### src/rtl/font_rom_arbiter.sv
`default_nettype none
// ============================================================================
// Module   : font_rom_arbiter
// Purpose  : Shares one synchronous font ROM between two glyph-row requesters.
//            Port A (text renderer) has fixed priority. Port B (overlay /
//            cursor) is protected from starvation by a counter that forces a
//            B grant after STARVE_LIMIT consecutive A wins over a waiting B.
//            One access is in flight at a time. The FSM grants, then waits
//            out the ROM latency, then captures the row with a one-cycle
//            valid strobe to the owning port.
// Ports    : clk_i, reset_i     - clock, synchronous active-high reset
//            a_req_i/a_addr_i   - port A request and ROM address
//            a_gnt_o/a_valid_o  - port A grant pulse, data-valid pulse
//            a_data_o           - port A glyph row (held until next valid)
//            b_*                - same set for port B
//            rom_addr_o         - registered address to the font ROM
//            rom_data_i         - font ROM output, ROM_LAT cycles after sample
//            busy_o             - high whenever the FSM is not idle
// Revision : 1.0 - initial release
// ============================================================================
module font_rom_arbiter #(
   parameter int ADDR_W       = 11,
   parameter int DATA_W       = 8,
   parameter int ROM_LAT      = 1,
   parameter int STARVE_LIMIT = 4
) (
   input  logic              clk_i,
   input  logic              reset_i,
   input  logic              a_req_i,
   input  logic [ADDR_W-1:0] a_addr_i,
   output logic              a_gnt_o,
   output logic              a_valid_o,
   output logic [DATA_W-1:0] a_data_o,
   input  logic              b_req_i,
   input  logic [ADDR_W-1:0] b_addr_i,
   output logic              b_gnt_o,
   output logic              b_valid_o,
   output logic [DATA_W-1:0] b_data_o,
   output logic [ADDR_W-1:0] rom_addr_o,
   input  logic [DATA_W-1:0] rom_data_i,
   output logic              busy_o
);

   localparam int LAT_W = (ROM_LAT > 1) ? $clog2(ROM_LAT) : 1;
   localparam int STV_W = $clog2(STARVE_LIMIT + 1);

   localparam logic [LAT_W-1:0] C_LAT_LOAD = LAT_W'(ROM_LAT - 1);
   localparam logic [STV_W-1:0] C_STV_MAX  = STV_W'(STARVE_LIMIT);

   typedef enum logic [1:0] {
      S_IDLE    = 2'd0,
      S_WAIT    = 2'd1,
      S_CAPTURE = 2'd2
   } state_t;

   state_t            state_q, state_d;
   logic [LAT_W-1:0]  lat_cnt_q, lat_cnt_d;
   logic [STV_W-1:0]  starve_cnt_q, starve_cnt_d;
   logic              owner_b_q, owner_b_d;     // 1: current access belongs to B
   logic [ADDR_W-1:0] rom_addr_q, rom_addr_d;
   logic              a_gnt_q, a_gnt_d, b_gnt_q, b_gnt_d;
   logic              a_valid_q, a_valid_d, b_valid_q, b_valid_d;
   logic [DATA_W-1:0] a_data_q, a_data_d, b_data_q, b_data_d;
   logic              pick_b;

   // B wins when it is alone, or when both request and B has been passed
   // over STARVE_LIMIT times in a row.
   assign pick_b = b_req_i && (!a_req_i || (starve_cnt_q == C_STV_MAX));

   always_comb begin
      state_d      = state_q;
      lat_cnt_d    = lat_cnt_q;
      starve_cnt_d = starve_cnt_q;
      owner_b_d    = owner_b_q;
      rom_addr_d   = rom_addr_q;
      a_gnt_d      = 1'b0;
      b_gnt_d      = 1'b0;
      a_valid_d    = 1'b0;
      b_valid_d    = 1'b0;
      a_data_d     = a_data_q;
      b_data_d     = b_data_q;

      case (state_q)
         S_IDLE: begin
            if (a_req_i || b_req_i) begin
               owner_b_d  = pick_b;
               rom_addr_d = pick_b ? b_addr_i : a_addr_i;
               a_gnt_d    = !pick_b;
               b_gnt_d    = pick_b;
               lat_cnt_d  = C_LAT_LOAD;
               state_d    = S_WAIT;
               if (pick_b) begin
                  starve_cnt_d = '0;
               end else if (b_req_i && (starve_cnt_q != C_STV_MAX)) begin
                  starve_cnt_d = starve_cnt_q + 1'b1;
               end
            end
         end
         // The ROM samples rom_addr on the first WAIT edge; after ROM_LAT
         // WAIT edges its output is ready for the CAPTURE edge.
         S_WAIT: begin
            if (lat_cnt_q == '0) begin
               state_d = S_CAPTURE;
            end else begin
               lat_cnt_d = lat_cnt_q - 1'b1;
            end
         end
         S_CAPTURE: begin
            if (owner_b_q) begin
               b_data_d  = rom_data_i;
               b_valid_d = 1'b1;
            end else begin
               a_data_d  = rom_data_i;
               a_valid_d = 1'b1;
            end
            state_d = S_IDLE;
         end
         default: state_d = S_IDLE;
      endcase
   end

   always_ff @(posedge clk_i) begin
      if (reset_i) begin
         state_q      <= S_IDLE;
         lat_cnt_q    <= '0;
         starve_cnt_q <= '0;
         owner_b_q    <= 1'b0;
         rom_addr_q   <= '0;
         a_gnt_q      <= 1'b0;
         b_gnt_q      <= 1'b0;
         a_valid_q    <= 1'b0;
         b_valid_q    <= 1'b0;
         a_data_q     <= '0;
         b_data_q     <= '0;
      end else begin
         state_q      <= state_d;
         lat_cnt_q    <= lat_cnt_d;
         starve_cnt_q <= starve_cnt_d;
         owner_b_q    <= owner_b_d;
         rom_addr_q   <= rom_addr_d;
         a_gnt_q      <= a_gnt_d;
         b_gnt_q      <= b_gnt_d;
         a_valid_q    <= a_valid_d;
         b_valid_q    <= b_valid_d;
         a_data_q     <= a_data_d;
         b_data_q     <= b_data_d;
      end
   end

   assign a_gnt_o    = a_gnt_q;
   assign b_gnt_o    = b_gnt_q;
   assign a_valid_o  = a_valid_q;
   assign b_valid_o  = b_valid_q;
   assign a_data_o   = a_data_q;
   assign b_data_o   = b_data_q;
   assign rom_addr_o = rom_addr_q;
   assign busy_o     = (state_q != S_IDLE);

endmodule
`default_nettype wire

### config.mk
export PLATFORM = sky130hd
export DESIGN_NAME = font_rom_arbiter
export DESIGN_NICKNAME = d
export VERILOG_FILES = /design/src/rtl/font_rom_arbiter.sv
export SDC_FILE = /design/constraint.sdc
export NUM_CORES = 1
export LEC_CHECK = 0
export ABC_AREA = 1
export CAP_MARGIN = 20
export CORE_UTILIZATION = 41
export DETAILED_ROUTE_END_ITERATION = 8
export PLACE_DENSITY = 0.83
export SYNTH_ARGS = -nofsm -noshare
export SYNTH_HDL_FRONTEND = slang
export SYNTH_SLANG_ARGS = --single-unit
### constraint.sdc
create_clock -name clk_i -period 1.5 [get_ports clk_i]
set_input_delay 0.3 -clock clk_i [delete_from_list [all_inputs] [get_ports clk_i]]
set_output_delay 0.3 -clock clk_i [all_outputs]
set_load 0.005 [all_outputs]
==> results_dict.tcl <==
set metrics [dict create \
    insertedDiodeCount 0 \
    ys_ff_latch 37 \
    ys.flop_type "dfxtp_1" \
    worstHoldPathType "flip-flop to flip-flop" \
    slew_headroom_pct 68.09 \
    cap_violations 0 \
    via_per_inst 4.907 \
    setup_tns_ns 0 \
    grt_setup_unrepaired "no" \
    place.gp.congestion 0.7301 \
    dp_slack_ns -0.01475 \
    cellPowerDensity_mw_per_mm2 916.7 \
    globalRouteTotalUtil_pct 19.92 \
    critPathTopFamily "buffers and inverters" \
    clockBufferDepth 2 \
    postCtsHoldBufs 0 \
    vias 1477 \
    rows 21 \
    leakagePower_nw 1.433 \
    ys_warn_count 0 \
    cp_data_required_time_ns 1.20 \
    layout-drive-gt1-share_pct 20.39 \
    fillCellCount 260 \
    clk_pin_slew_worst_paths_ns 0.11 \
    htree_levels 2 \
    ios 66 \
    grt_pass1_wl_um 5520 \
    drc 0 \
    ir_worst_vdd_uv 526.5 \
    cp_max_fo 1 \
    stdcell_count 301 \
    max_stage_delay_ns 0.50 \
    yosysTopAreaCellShare_pct 50.86 \
    synth-edff-count 0 \
    worstSetupStartpointType "flip-flop" \
    synth_area_mm2 0.001456 \
    layout_min_cycle_time_ns 1.444 \
    clk_latency_ns 0.33 \
    port_buffers 65 \
    fp.dieW_um 61.60 \
    fin_area_mm2 0.002417 \
    fin_skew_ns 0.009777 \
    end_kind "primary output" \
    worstMarginPinSlew_ns 0.4772 \
    critPathArrivalTime_ns 1.14 \
    drt-wirelength-per-cell_um 12.25 \
    synth_fp_nets 215 \
    ys_top_cells_by_count "nand3_1 (47), dfxtp_1 (37), inv_1 (24), o21ai_0 (18), a21oi_1 (17)" \
    dp.cells 291 \
    synthCells 179 \
    clock-root-buffer "clkbuf_4" \
    hpwl_um 2583 \
    initial_core_util_pct 43.30 \
    status "completed" \
    cpMaxStageDelayCell "clkdlybuf4s50_1" \
    die_y_um 61.60 \
    seq_area_frac_synth_pct 50.86 \
    max_freq_ghz 0.6926 \
    crit_type "flip-flop to primary output" \
    firstDrtPassIters 4 \
    setup_viol 0 \
    synth_most_common_cell "nand3_1" \
    clock-sinks 37 \
    fin_ws_ns 0.05620 \
    synthArstFlopShare_pct 0 \
    ant_nets 0 \
    grt_max_degree 25 \
    grt_pass1_vias 1369 \
    cts_tree "done" \
    grt_overflow 0 \
    syn_area_per_cell_um2 8.136 \
    finalCritPeriodShare_pct 96.25 \
    synthTopCellsByArea "dfxtp_1 (51%), nand3_1 (16%), o21ai_0 (6.2%)" \
    antenna_found_initial 0 \
    finalHoldViolCount 0 \
    crit_buf_inv 1 \
    yosysTopAreaCell "dfxtp_1" \
    syn2layout_area_growth_pct 65.98 \
    dieArea_mm2 0.003795 \
    final_nets 290 \
    final_max_slew_viol_count 0 \
    synth_cell_types 20 \
    path_cells "clkdlybuf4s50_1" \
    finalWirelength_um 3687 \
    cts_inserted_buffers 5 \
    drt_iter0_drc 63 \
    core_area_mm2 0.003363 \
    place_area_mm2 0.002206 \
]
-- timing repair --
action / CTS / global route
setup endpoints to repair: 14 / 34
buffers inserted: 2 / 0
cloned: 0 / 0
gates resized for setup: 17 / 41
-- cell usage in the layout (no fill, tap or decap), types with 4 or more instances in the layout --
cell             count
a21oi_1             17
buf_4               11
clkbuf_4             5
clkdlybuf4s50_1     34
dfxtp_1             13
dfxtp_2             23
dlymetal6s2s_1      29
inv_1               23
nand2_1             10
nand3_1             46
nor2_1               4
o21ai_0             18
-- registers in the layout, summed over array words and instances (netlist names) --
signal,cells
a_data_o,8
a_gnt_o,1
a_valid_o,1
b_data_o,8
b_gnt_o,1
b_valid_o,1
owner_b_q,1
rom_addr_o,11
starve_cnt_q,3
state_q,2
-- layout make-up --
class	count	area [um^2]	share of cell area (%)
inverters	25	93.84	3.882
clock inverters	2	37.54	1.553
multi-input cells	107	560.5	23.19
repair buffers	78	843.3	34.89
flip-flops and latches	37	773.2	31.99
clock buffers	6	51.30	2.122
well taps	46	57.56	2.381
-- report_power, final --
| part | internal [mW] | switching [mW] |
|---|---|---|
| combinational | 0.229 | 0.167 |
| clock | 0.396 | 0.341 |
| sequential | 1.05 | 0.0312 |
| total | 1.68 | 0.540 |
-- metrics by stage --
stage	hold slack, ns	utilization [%]	power [mW]
6_report	0.4467	71.88	2.216
5_1_grt	0.4671	71.88	2.334
4_1_cts	0.4538	69.20	2.241
3_5_place_dp	0.4377	65.59	1.504
3_3_place_gp	0.4307	65.59	1.496
2_1_floorplan	0.3691	-	1.253
-- path summary, 6_finish.rpt --
| kind | startpoint | to | slack (ns) | cells past startpoint |
|---|---|---|---|---|
| max | b_gnt_o | b_gnt_o | 0.06 | 1 |
| min | b_data_o[3] | b_data_o[3] | 0.45 | 2 |
| max reg2reg | starve_cnt_q[0] | rom_addr_o[9] | 0.16 | 8 |
| min reg2reg | b_data_o[3] | b_data_o[3] | 0.45 | 2 |
-- cell families after synthesis --
family                   synth area share, %
XOR/XNOR                               1.203
adder cells (fa/ha/maj)                1.718
buffers and inverters                  11.00
AND/OR/NAND/NOR                        22.60
AO/OA/AOI/OAI                          12.63
flip-flops                             50.86
-- metal layers --
metal,vias to the layer above,GRT usage [%],share of wire (%)
met1,672,21.11,40
met2,58,35.79,51
li1,743,-,-
met3,4,7.353,7.5
met4,0,7.619,0.73
met5,-,0,0
No activity file was read; power rests on OpenSTA's default activity.
